**src/rtl/fetch_unit.sv**
```systemverilog
// Instruction fetch stage. Owns the PC, addresses a 1-cycle-latency
// instruction memory, and presents fetched instructions to decode through a
// valid/ready output register. Handles decode stalls, branch redirects and a
// fetch enable that lets the pipeline drain without losing an address.
module fetch_unit #(
  parameter logic [31:0] RESET_PC  = 32'h0000_0000,
  parameter logic [31:0] NOP_INSTR = 32'hA800_0000
) (
  input  logic        clk,
  input  logic        rst_n,
  input  logic        fetch_en,
  input  logic        redirect_valid,
  input  logic [31:0] redirect_pc,
  output logic [31:0] imem_addr,
  input  logic [31:0] imem_instr,
  output logic        if_valid,
  input  logic        if_ready,
  output logic [31:0] if_instr,
  output logic [31:0] if_pc
);

  // Next address to issue.
  logic [31:0] pc_q, pc_d;
  // Address issued at the last edge; imem_instr currently holds its data.
  logic        req_valid_q, req_valid_d;
  logic [31:0] req_pc_q, req_pc_d;
  // Output register towards decode.
  logic        out_valid_q, out_valid_d;
  logic [31:0] out_instr_q, out_instr_d;
  logic [31:0] out_pc_q, out_pc_d;

  logic        accept;

  assign accept   = !out_valid_q || if_ready;
  assign if_valid = out_valid_q;
  assign if_instr = out_instr_q;
  assign if_pc    = out_pc_q;

  // Memory address: redirect target first, replay of the in-flight address
  // while stalled so the memory re-produces the same word, else the next PC.
  // Reset is folded in so the address settles to RESET_PC without an edge.
  always_comb begin
    if (!rst_n) begin
      imem_addr = RESET_PC;
    end else if (redirect_valid) begin
      imem_addr = redirect_pc;
    end else if (!accept) begin
      imem_addr = req_pc_q;
    end else begin
      imem_addr = pc_q;
    end
  end

  // Next-state selection: redirect > stall > accept (fetching or draining).
  always_comb begin
    pc_d        = pc_q;
    req_valid_d = req_valid_q;
    req_pc_d    = req_pc_q;
    out_valid_d = out_valid_q;
    out_instr_d = out_instr_q;
    out_pc_d    = out_pc_q;

    if (redirect_valid) begin
      // Flush the in-flight request and the held output; restart at target.
      req_pc_d    = redirect_pc;
      req_valid_d = 1'b1;
      pc_d        = redirect_pc + 32'd1;
      out_valid_d = 1'b0;
      out_instr_d = NOP_INSTR;
    end else if (accept) begin
      out_valid_d = req_valid_q;
      out_instr_d = req_valid_q ? imem_instr : NOP_INSTR;
      out_pc_d    = req_pc_q;
      if (fetch_en) begin
        req_pc_d    = pc_q;
        req_valid_d = 1'b1;
        pc_d        = pc_q + 32'd1;
      end else begin
        // Issue nothing; pc_q is kept so fetch resumes without a gap.
        req_valid_d = 1'b0;
      end
    end
  end

  // State registers with asynchronous active-low reset.
  always_ff @(posedge clk or negedge rst_n) begin
    if (!rst_n) begin
      pc_q        <= RESET_PC;
      req_valid_q <= 1'b0;
      req_pc_q    <= RESET_PC;
      out_valid_q <= 1'b0;
      out_instr_q <= NOP_INSTR;
      out_pc_q    <= 32'd0;
    end else begin
      pc_q        <= pc_d;
      req_valid_q <= req_valid_d;
      req_pc_q    <= req_pc_d;
      out_valid_q <= out_valid_d;
      out_instr_q <= out_instr_d;
      out_pc_q    <= out_pc_d;
    end
  end

endmodule

```
**config.mk**
```make
export PLATFORM = sky130hd
export DESIGN_NAME = fetch_unit
export DESIGN_NICKNAME = d
export VERILOG_FILES = /design/src/rtl/fetch_unit.sv
export SDC_FILE = /design/constraint.sdc
export NUM_CORES = 1
export LEC_CHECK = 0
export ABC_AREA = 1
export CAP_MARGIN = 20
export CORE_ASPECT_RATIO = 0.5
export CORE_UTILIZATION = 50
export CTS_BUF_LIST = sky130_fd_sc_hd__clkbuf_4 sky130_fd_sc_hd__clkbuf_8 sky130_fd_sc_hd__clkbuf_16
export DETAILED_ROUTE_END_ITERATION = 7
export PLACE_DENSITY = 0.9
export SLEW_MARGIN = 10
export SYNTH_ARGS = -nofsm -noshare
export SYNTH_HDL_FRONTEND = slang
export SYNTH_SLANG_ARGS = --single-unit
```
**constraint.sdc**
```tcl
create_clock -name clk -period 2.58 [get_ports clk]
set_input_delay 0.645 -clock clk [delete_from_list [all_inputs] [get_ports clk]]
set_output_delay 0.645 -clock clk [all_outputs]
set_load 0.01 [all_outputs]
```
# Word-level counts from Yosys, hierarchy flattened
# Cells that the tools add are included.
# Widths: inputs -> output; s select.
dict set report word_totals {
  elab_cells 32
  output_inout_bits 97
  ff_bits 130
  input_bits 69
}
dict set report op_classes {
  n_reduce_logical 6
  mux 17
  add_sub_neg 2
  bitwise 1
}
# cell count
set ops {}
lappend ops {{$mux 32} 12}
lappend ops {{$add 32x1->32 const B} 2}
lappend ops {{$mux 1} 5}
lappend ops {{$reduce_and 2->1} 2}
lappend ops {{$reduce_bool 2->1} 2}
lappend ops {{$logic_not 1->1} 1}
lappend ops {{$logic_or 1x1->1} 1}
lappend ops {{$not 1->1} 1}

# Longest topological paths before layout
# Gate-level depths: netlist of the first run.
dict set report depth {
  depth_word 5
  mapped_depth 13
  mapped_depth_nobuf 12
}

# Worst setup path after synthesis of the first run
# OpenSTA, ideal clock, no wires.
dict set report synth_path {
  path_kind {in2out}
  from {input redirect_valid}
  to {output imem_addr[11]}
  stages 7
  path_buffers 4
  t_required_ns 1.935
  t_arrival_ns 1.761
  path_slack_ns 0.174
  cell_sequence {buf_6 > inv_8 > buf_8 > buf_4 > clkbuf_1 > nand3_1 > a31oi_1}
}
dict set report synth_via {
  elab_chain_cells 2
}
# item line
set synth_lines {}
lappend synth_lines {{from (decl)} 12} ;# input logic redirect_valid,
lappend synth_lines {{$mux 32} 45} ;# end else if (redirect_valid) begin
lappend synth_lines {{$mux 32} 43} ;# if (!rst_n) begin
lappend synth_lines {{to (decl)} 14} ;# output logic [31:0] imem_addr,
# Every way passes these cells.

# Worst setup path in the final report of the first run
dict set report layout_path {
  from {input if_ready}
  to {output imem_addr[12]}
}
dict set report layout_via {
  elab_chain_cells 4
}
# item line
set layout_lines {}
lappend layout_lines {{from (decl)} 17} ;# input logic if_ready,
lappend layout_lines {{$logic_or 1x1->1} 34} ;# assign accept = !out_valid_q || if_ready;
lappend layout_lines {{$mux 32} 47} ;# end else if (!accept) begin
lappend layout_lines {{$mux 32} 45}
lappend layout_lines {{$mux 32} 43}
# Every way passes these cells.

==> results.toml, run 1 <==
[run_status]
status = "complete, but fails checks"
violations = "design-rule violations"

[logic_synthesis]
synth_area_sq_mm = 0.006688
ys_seq_area_share_pct = 48.70
synth_nets = 907
synth_compound_area_share_pct = 14.63
synth_top_family_by_area = "simple AND/OR/NAND/NOR gates"
synth-xor-area-share_pct = 0.3929
ys_ff_latch = 130
yosys.area_share.simple_pct = 29.35
avgSynthCellArea_sq_um = 7.990
synth_fa_ha_area_share_pct = 0.1871
synth_warnings = 0
synthMuxAreaShare_pct = 0
postSynthCellCount = 837
netlist-cell-type-count = 33

[critical_path]
crit_end = "imem_addr[12]"
crit_start = "if_ready"
cp-end-kind = "output port"
worstSetupStartpointType = "input pin"
critical_path_class = "in -> out"
reg2regPathDepth = 10
cpPeakStageDelay_ps = 290
r2r_setup_slack_ps = 700
arrival_ps = 1880
slowest_stage = "bufbuf_16"
crit_path_frequent_cell = "nor2_4"
cp_max_fo = 8
r2r-start = "if_valid"
required_ps = 1930
crit_path_cell_trace = "dlygate4sd2_1, nor2_4, buf_4, nor2_4, bufbuf_16, nand2_1, a31oi_1, buf_2"
reg2reg_to = "if_instr[13]"

[placed_design]
port_buffers = 165
pre_cts_slack_ps = -600.6
place_hpwl_microns = 14380
gp_congestion = 0.8763
placed_cell_area_sq_mm = 0.008920

[route]
drc = 30
wl_per_cell_microns = 16.77
drt_wl_total_microns = 20670
first_iter_violations = 805
drtAntennaViolNets = 0
viasPerCell = 5.483
first_pass_iters = 7
vias = 6760

[global_route]
grt_pass1_wl_microns = 33310
groute.usage.overall_pct = 30.80
grt_max_degree = 69
grt_pass1_vias = 6631
antenna_found_initial = 0
grt-ovfl-total = 0

[clock_network]
clockBufferDepth = 2
cts.sinks = 130
root_buffer = "clkbuf_16"
h-tree-depth = 4
cts_tree = "done"
clk_latency_ps = 420
clk_pin_slew_ps = 60
cts_buffers = 17

[power_and_ir_drop]
power.switching_w = 0.001907
power.total_w = 0.006515
pwr-share-seq_pct = 38.5
switching_share_pct = 29.28
internal-power_w = 0.004608
power_density_mw_per_mm2 = 685.9
p_leak_nw = 4.363
pwr-share-clk_pct = 39.0
p_comb_share_pct = 22.5
peakVddDrop_uv = 429.1

[floorplan]
die_x_microns = 165.6
pin_count = 166
die_area_sq_mm = 0.01387
die_h_microns = 83.78
coreArea_sq_mm = 0.01284
std_cell_rows = 29
initial_utilization_pct = 52.07

[sta]
hold_violations = 0
max_freq_mhz = 396.5
fin_crit_ps = 2522
slew_headroom_pct = 41.51
rsz0062_at_grt = "false"
setup_tns_ps = 0
post-route-period-util_pct = 97.75
worst_clock_skew_ps = 8.294
worst_slew_pin_slew_ps = 877.3
final-setup-viol-count = 0
fin_ws_ps = 58.14
slew_viol_final = 0

[layout]
fillers = 886
synthToLayoutAreaGrowth_pct = 42.02
diodes = 0
layout-drive-gt1-share_pct = 18.34
fin_nets = 1120
finalInstanceArea_sq_mm = 0.009498

[min_path]
holdCritPathClass = "in -> async"

[job]
drv_cap = 0
## kinds of logic after synthesis
logic type                 Yosys count
and+or+nand+nor                    449
AOI/OAI and AO/OA                  157
DFF                                130
buffers and inverters               97
xor gates and xnor gates             3
adders and majority gates            1
## synthesized netlist by cell type (all sizes together)
cell | n | area share (%)
or2 | 2 | 0.19
clkbuf | 20 | 1.1
dfstp | 3 | 1.2
a22oi | 1 | 0.11
buf | 21 | 2.4
o21ai | 55 | 4.1
a22o | 29 | 3.8
nand2 | 315 | 19
nor2 | 78 | 6.0
a31oi | 29 | 2.7
nand3 | 52 | 3.9
ha | 1 | 0.19
dfrtp | 127 | 48
inv | 56 | 3.3
o211ai | 4 | 0.45
a21oi | 31 | 2.5
xor2 | 3 | 0.39
o21bai | 5 | 0.56
o22a | 3 | 0.39
nand3b | 2 | 0.22
## cells in the final DEF, fill, tap and decap left out, types with 5 or more instances in the layout
| cell | netlist | layout |
|---|---|---|
| a21oi_1 | 30 | 29 |
| clkbuf_2 | 0 | 5 |
| nor2_4 | 9 | 10 |
| a22o_1 | 29 | 29 |
| inv_2 | 4 | 5 |
| nand2_2 | 30 | 30 |
| a31oi_1 | 29 | 29 |
| o21bai_1 | 5 | 5 |
| dlygate4sd2_1 | 0 | 8 |
| dfrtp_1 | 127 | 127 |
| nor2_2 | 17 | 17 |
| buf_12 | 1 | 9 |
| nand3_1 | 52 | 52 |
| o21ai_0 | 39 | 39 |
| clkdlybuf4s50_1 | 0 | 130 |
| nand2_1 | 283 | 283 |
| o21ai_1 | 16 | 16 |
| nor2_1 | 52 | 51 |
| buf_4 | 1 | 60 |
| buf_2 | 11 | 16 |
| clkbuf_16 | 0 | 17 |
| inv_1 | 51 | 50 |
## critical path: cells and delay by family
family	cells	cell delay, ps
buffers and inverters	4	850
AO/OA/AOI/OAI	1	170
AND/OR/NAND/NOR	3	210
## registers in the layout, summed over array words and instances (netlist names)
name / count
req_valid_q: 1
if_instr: 32
if_pc: 32
req_pc_q: 32
pc_q: 32
if_valid: 1
## per-stage QoR
| stage | utilization, % | hold WS, ps | std cells |
|---|---|---|---|
| floorplan | - | 349.4 | 837 |
| global placement | 69.44 | 463.4 | 1196 |
| detailed placement | 69.44 | 473.2 | 1196 |
| CTS | 74.06 | 451.0 | 1233 |
| global route | 73.94 | 489.6 | 1233 |
| finish | 73.94 | 413.9 | 1233 |
## final cells by class
class	count	area, sq um	share of cell area [%]
clock inverter	12	153.9	1.620
clock buffer	20	466.7	4.914
sequential	130	3257	34.29
tap	170	212.7	2.239
multi-input combinational	610	2992	31.50
inverter	56	217.7	2.292
timing repair buffer	235	2198	23.15
## power groups by stage
stage                     combinational (W)  sequential, W  clock (W)
after CTS                           0.00146        0.00250    0.00256
after global routing                0.00159        0.00254    0.00266
after global placement              0.00142        0.00252          0
after detailed placement            0.00146        0.00253          0
final                               0.00146        0.00251    0.00254
after floorplan                    0.000646        0.00256          0
## repair_timing
item                                    CTS  global route
hold buffers                              0             0
setup buffers                             4             0
gates resized for setup                  82            19
endpoints found under the setup margin   32            20
gates cloned                              1             0
pin swaps                                 6             2
## routing by layer
layer | track usage [%] | part of all wire (%)
met2 | 48.98 | 46
met3 | 6.607 | 10
met5 | 0 | 0
met1 | 42.11 | 42
met4 | 9.421 | 1.4
## how the worst min path moves through the flow
stage               from           to  cells after the start
2_1_floorplan      rst_n  if_instr[0]                      0
3_3_place_gp    if_pc[3]     if_pc[3]                      2
3_5_place_dp   if_pc[19]    if_pc[19]                      2
4_1_cts            rst_n    if_pc[11]                      2
5_1_grt            rst_n     if_pc[7]                      2
6_report           rst_n     if_pc[9]                      2
Power figures use the tool's default switching activity.
==> inputs of run 2 (changes only) <==
--- a/config.mk
+++ b/config.mk
@@ -8,6 +8,7 @@
 export ABC_AREA = 1
 export CAP_MARGIN = 20
 export CORE_ASPECT_RATIO = 0.5
+export CORE_MARGIN = 5
 export CORE_UTILIZATION = 50
 export CTS_BUF_LIST = sky130_fd_sc_hd__clkbuf_4 sky130_fd_sc_hd__clkbuf_8 sky130_fd_sc_hd__clkbuf_16
 export DETAILED_ROUTE_END_ITERATION = 7
==> results.toml, run 2 (same netlist as run 1, synthesis figures left out) <==
[run_status]
status = "complete, no violations"

[route]
wl_per_cell_microns = 17.59
drc = 0
drtAntennaViolNets = 0
viasPerCell = 5.596
vias = 6900
first_iter_violations = 822
first_pass_iters = 6
drt_wl_total_microns = 21690

[clock_network]
clk_pin_slew_ps = 60
h-tree-depth = 4
clk_latency_ps = 410
cts_tree = "done"
root_buffer = "clkbuf_16"
hold_buffers = 0
clockBufferDepth = 2
cts.sinks = 130
cts_buffers = 17

[power_and_ir_drop]
pwr-share-clk_pct = 39.3
power.switching_w = 0.001869
p_leak_nw = 4.365
pwr-share-seq_pct = 38.1
power_density_mw_per_mm2 = 690.9
peakVddDrop_uv = 385.9
switching_share_pct = 28.41
internal-power_w = 0.004708
p_comb_share_pct = 22.6

[sta]
final-setup-viol-count = 0
whs_ps = 429.3
hold_violations = 0
slew_viol_final = 0
fin_crit_ps = 2560
slew_headroom_pct = 42.42
rsz0062_at_grt = "true"
worst_clock_skew_ps = 8.844
post-route-period-util_pct = 99.24
fin_ws_ps = 19.62
worst_slew_pin_slew_ps = 863.7
setup_tns_ps = 0
max_freq_mhz = 390.6

[critical_path]
critical_path_class = "in -> out"
crit_start = "if_ready"
worstSetupStartpointType = "input pin"
cp_max_fo = 9
r2r-start = "pc_q[0]"
arrival_ps = 1920
required_ps = 1930
cp-end-kind = "output port"

[layout]
layout-drive-gt1-share_pct = 19.47
fin_cells = 1233
fin_nets = 1122
seq_area_sq_mm = 0.003257
fillers = 929
layout_commonest_cell = "nand2_1"
multi_input_area_sq_mm = 0.003004
mostFrequentLayoutCells = "nand2_1 (283), clkdlybuf4s50_1 (130), dfrtp_1 (127)"
diodes = 0
synthToLayoutAreaGrowth_pct = 42.34

[global_route]
grt-ovfl-total = 0
grt_pass1_vias = 6894
grt_most_used_layer = "met2"
grt_pass1_wl_microns = 34960
grt_max_degree = 67
antenna_found_initial = 0
grtUsageMet1_pct = 35.64
grt_util_met3_pct = 5.382
grt_use_met2_pct = 45.33
groute.usage.overall_pct = 26.82

[placed_design]
gp_congestion = 0.9217
place_inst = 1193
port_buffers = 165
place_hpwl_microns = 14830
pre_cts_slack_ps = -524.2

[floorplan]
std_cell_rows = 29
pin_count = 166
initial_utilization_pct = 51.92
die_h_microns = 91.78
die_area_sq_mm = 0.01593
die_x_microns = 173.6
coreArea_sq_mm = 0.01288

[min_path]
holdCritPathClass = "in -> async"

[job]
drv_cap = 0
run 2: stage by stage:
stage	cell area (sq um)	utilization, %	total power (W)
after floorplan	6688	-	0.003204
after global placement	8885	68.98	0.003943
after detailed placement	8885	68.98	0.003998
after CTS	9492	73.69	0.006568
after global routing	9519	73.90	0.006859
final	9519	73.90	0.006576
run 2: per-layer routing:
| layer | wire, microns | vias up |
|---|---|---|
| li1 | - | 3170 |
| met1 | 9042 | 3282 |
| met2 | 10300 | 403 |
| met3 | 1996 | 45 |
| met4 | 350 | 0 |
| met5 | 0 | - |
run 2: worst paths after layout:
path                                end  slack, ps  depth (start not counted)
min                           if_pc[10]        430                          2
max                        imem_addr[4]         20                          9
min in group clk               if_pc[3]        480                          2
min reg2reg                    if_pc[3]        480                          2
max reg2reg                    pc_q[26]        620                         12
max in group asynchronous      if_pc[6]        770                          3
run 2: cell type report:
cell class | instances | area share (%)
well taps | 170 | 2.234
multi-input cells | 610 | 31.56
clock inverters | 9 | 1.630
inverters | 56 | 2.287
clock buffers | 21 | 4.982
flip-flops and latches | 130 | 34.21
repair buffers | 237 | 23.09
run 2: worst max-delay path, cell delays in order:
cell           delay [ps]
dlygate4sd2_1         260
nor2_4                100
inv_2                  70
nor2_4                130
buf_4                 150
buf_12                120
nand2_1                50
a31oi_1               100
dlygate4sd2_1         300
run 2: power by group through the flow:
| stage | clock network [W] | logic, W | registers [W] |
|---|---|---|---|
| after global placement | 0 | 0.00142 | 0.00252 |
| after floorplan | 0 | 0.000646 | 0.00256 |
| after CTS | 0.00260 | 0.00147 | 0.00250 |
| after detailed placement | 0 | 0.00147 | 0.00253 |
| after global routing | 0.00271 | 0.00161 | 0.00254 |
| final | 0.00259 | 0.00148 | 0.00251 |
run 2: what timing repair did:
action	4_1_cts	5_1_grt
buffers inserted	2	5
gates resized for setup	88	33
setup endpoints to repair	32	22
cloned	1	2
pin swaps	2	4
==> inputs of run 3 (changes only) <==
--- a/config.mk
+++ b/config.mk
@@ -12,7 +12,7 @@
 export CORE_UTILIZATION = 50
 export CTS_BUF_LIST = sky130_fd_sc_hd__clkbuf_4 sky130_fd_sc_hd__clkbuf_8 sky130_fd_sc_hd__clkbuf_16
 export DETAILED_ROUTE_END_ITERATION = 7
-export PLACE_DENSITY = 0.9
+export PLACE_DENSITY_LB_ADDON = 0.2
 export SLEW_MARGIN = 10
 export SYNTH_ARGS = -nofsm -noshare
 export SYNTH_HDL_FRONTEND = slang
==> results.toml, run 3 (same netlist as run 1, synthesis figures left out) <==
[run_status]
status = "complete, no violations"

[critical_path]
r2r-start = "if_valid"
cp-end-kind = "output port"
reg2regPathDepth = 10
r2r_setup_slack_ps = 620
reg2reg_to = "if_pc[1]"
required_ps = 1930
arrival_ps = 1890
worstSetupStartpointType = "input pin"
cp_max_fo = 5
critical_path_class = "in -> out"

[global_route]
grt_pass1_vias = 6605
grt-ovfl-total = 0
grt_max_degree = 79
antenna_found_initial = 0
grt_pass1_wl_microns = 34420
groute.usage.overall_pct = 26.80

[power_and_ir_drop]
peakVddDrop_uv = 434.7
power_density_mw_per_mm2 = 685.4
p_leak_nw = 4.421
power.total_w = 0.006619

[clock_network]
clk_pin_slew_ps = 70
clockBufferDepth = 2
cts_buffers = 17
cts.sinks = 130
root_buffer = "clkbuf_16"
h-tree-depth = 4
cts_tree = "done"
clk_latency_ps = 420
hold_buffers = 0

[route]
drtAntennaViolNets = 0
wl_per_cell_microns = 17.29
first_iter_violations = 684
viasPerCell = 5.544
vias = 6897
drt_wl_total_microns = 21510
first_pass_iters = 6
drc = 0

[layout]
layout-drive-gt1-share_pct = 20.02
multi_input_area_sq_mm = 0.002997
synthToLayoutAreaGrowth_pct = 44.40
finalInstanceArea_sq_mm = 0.009657
seq_area_sq_mm = 0.003257
fin_nets = 1131
mostFrequentLayoutCells = "nand2_1 (282), clkdlybuf4s50_1 (130), dfrtp_1 (127)"
fillers = 931
diodes = 0
layout_commonest_cell = "nand2_1"

[sta]
slew_headroom_pct = 53.72
final-setup-viol-count = 0
fin_crit_ps = 2537
post-route-period-util_pct = 98.34
worst_slew_pin_slew_ps = 694.3
slew_viol_final = 0
whs_ps = 350.3
hold_violations = 0
worst_clock_skew_ps = 12.20
max_freq_mhz = 394.2

[floorplan]
coreArea_sq_mm = 0.01288
initial_utilization_pct = 51.92
die_h_microns = 91.78
pin_count = 166
die_x_microns = 173.6
std_cell_rows = 29
die_area_sq_mm = 0.01593

[job]
drv_cap = 0

[placed_design]
placed_cell_area_sq_mm = 0.008942
gp_congestion = 0.9510
place_hpwl_microns = 15050
port_buffers = 165

[min_path]
holdCritPathClass = "in -> async"
## run 3: changes by cell type in the layout (fill, tap and decap cells not counted), sizes merged
cell	previous run	this run
buf	89	104
clkbuf	36	27
clkinvlp	1	4
dlygate4sd2	2	0
clkdlybuf4s15	1	5
## run 3: layer usage
| layer | track usage (%) | routed length, microns | up-vias |
|---|---|---|---|
| met4 | 6.967 | 319 | 0 |
| met2 | 40.83 | 9385 | 340 |
| met1 | 39.00 | 9905 | 3318 |
| met5 | 0 | 0 | - |
| met3 | 5.998 | 1896 | 38 |
| li1 | - | - | 3201 |
## run 3: timing repair
action / in CTS / in global routing
gates resized for setup: 114 / 15
setup buffers: 8 / 1
cloned: 2 / 1
pin swaps: 8 / 8
setup endpoints to repair: 32 / 23
## run 3: how the worst max path moves through the flow
stage / slack (ps) / cells past startpoint / end / start
after floorplan: 170 / 7 / imem_addr[11] / redirect_valid
after global placement: -580 / 8 / imem_addr[28] / if_ready
after detailed placement: -660 / 8 / imem_addr[23] / if_ready
after CTS: 2 / 6 / imem_addr[30] / redirect_pc[30]
after global routing: -4 / 9 / imem_addr[3] / if_valid
final: 40 / 9 / imem_addr[1] / if_ready
## run 3: worst max-delay path, cell delays in order
cell,delay [ps]
clkdlybuf4s15_1,200
nor2_4,140
inv_2,70
nor2_4,120
buf_8,160
buf_12,120
nand2_1,50
a21oi_1,120
clkdlybuf4s15_1,250
## run 3: report_power, final
| group | internal (W) | leakage, nW | total [W] | switching [W] |
|---|---|---|---|---|
| sequential | 0.00232 | 1.63 | 0.00250 | 0.000183 |
| combinational | 0.000712 | 2.49 | 0.00150 | 0.000789 |
| clock | 0.00167 | 0.299 | 0.00261 | 0.000943 |
## run 3: cell type report
type                    instances  area share [%]
flip-flops and latches        130           33.73
multi-input cells             610           31.03
repair buffers                246           24.16
clock buffers                  20           4.703
inverters                      56           2.254
well taps                     170           2.203
clock inverters                12           1.918
## run 3: through the flow
stage / setup TNS [ps] / instances / setup slack (ps) / util, %
2_1_floorplan: 0 / 837 / 174.5 / -
3_3_place_gp: -17420 / 1199 / -575.5 / 69.42
3_5_place_dp: -19120 / 1199 / -656.0 / 69.42
4_1_cts: 0 / 1241 / 1.939 / 74.67
5_1_grt: -3.575 / 1244 / -3.575 / 74.97
6_report: 0 / 1244 / 42.91 / 74.97
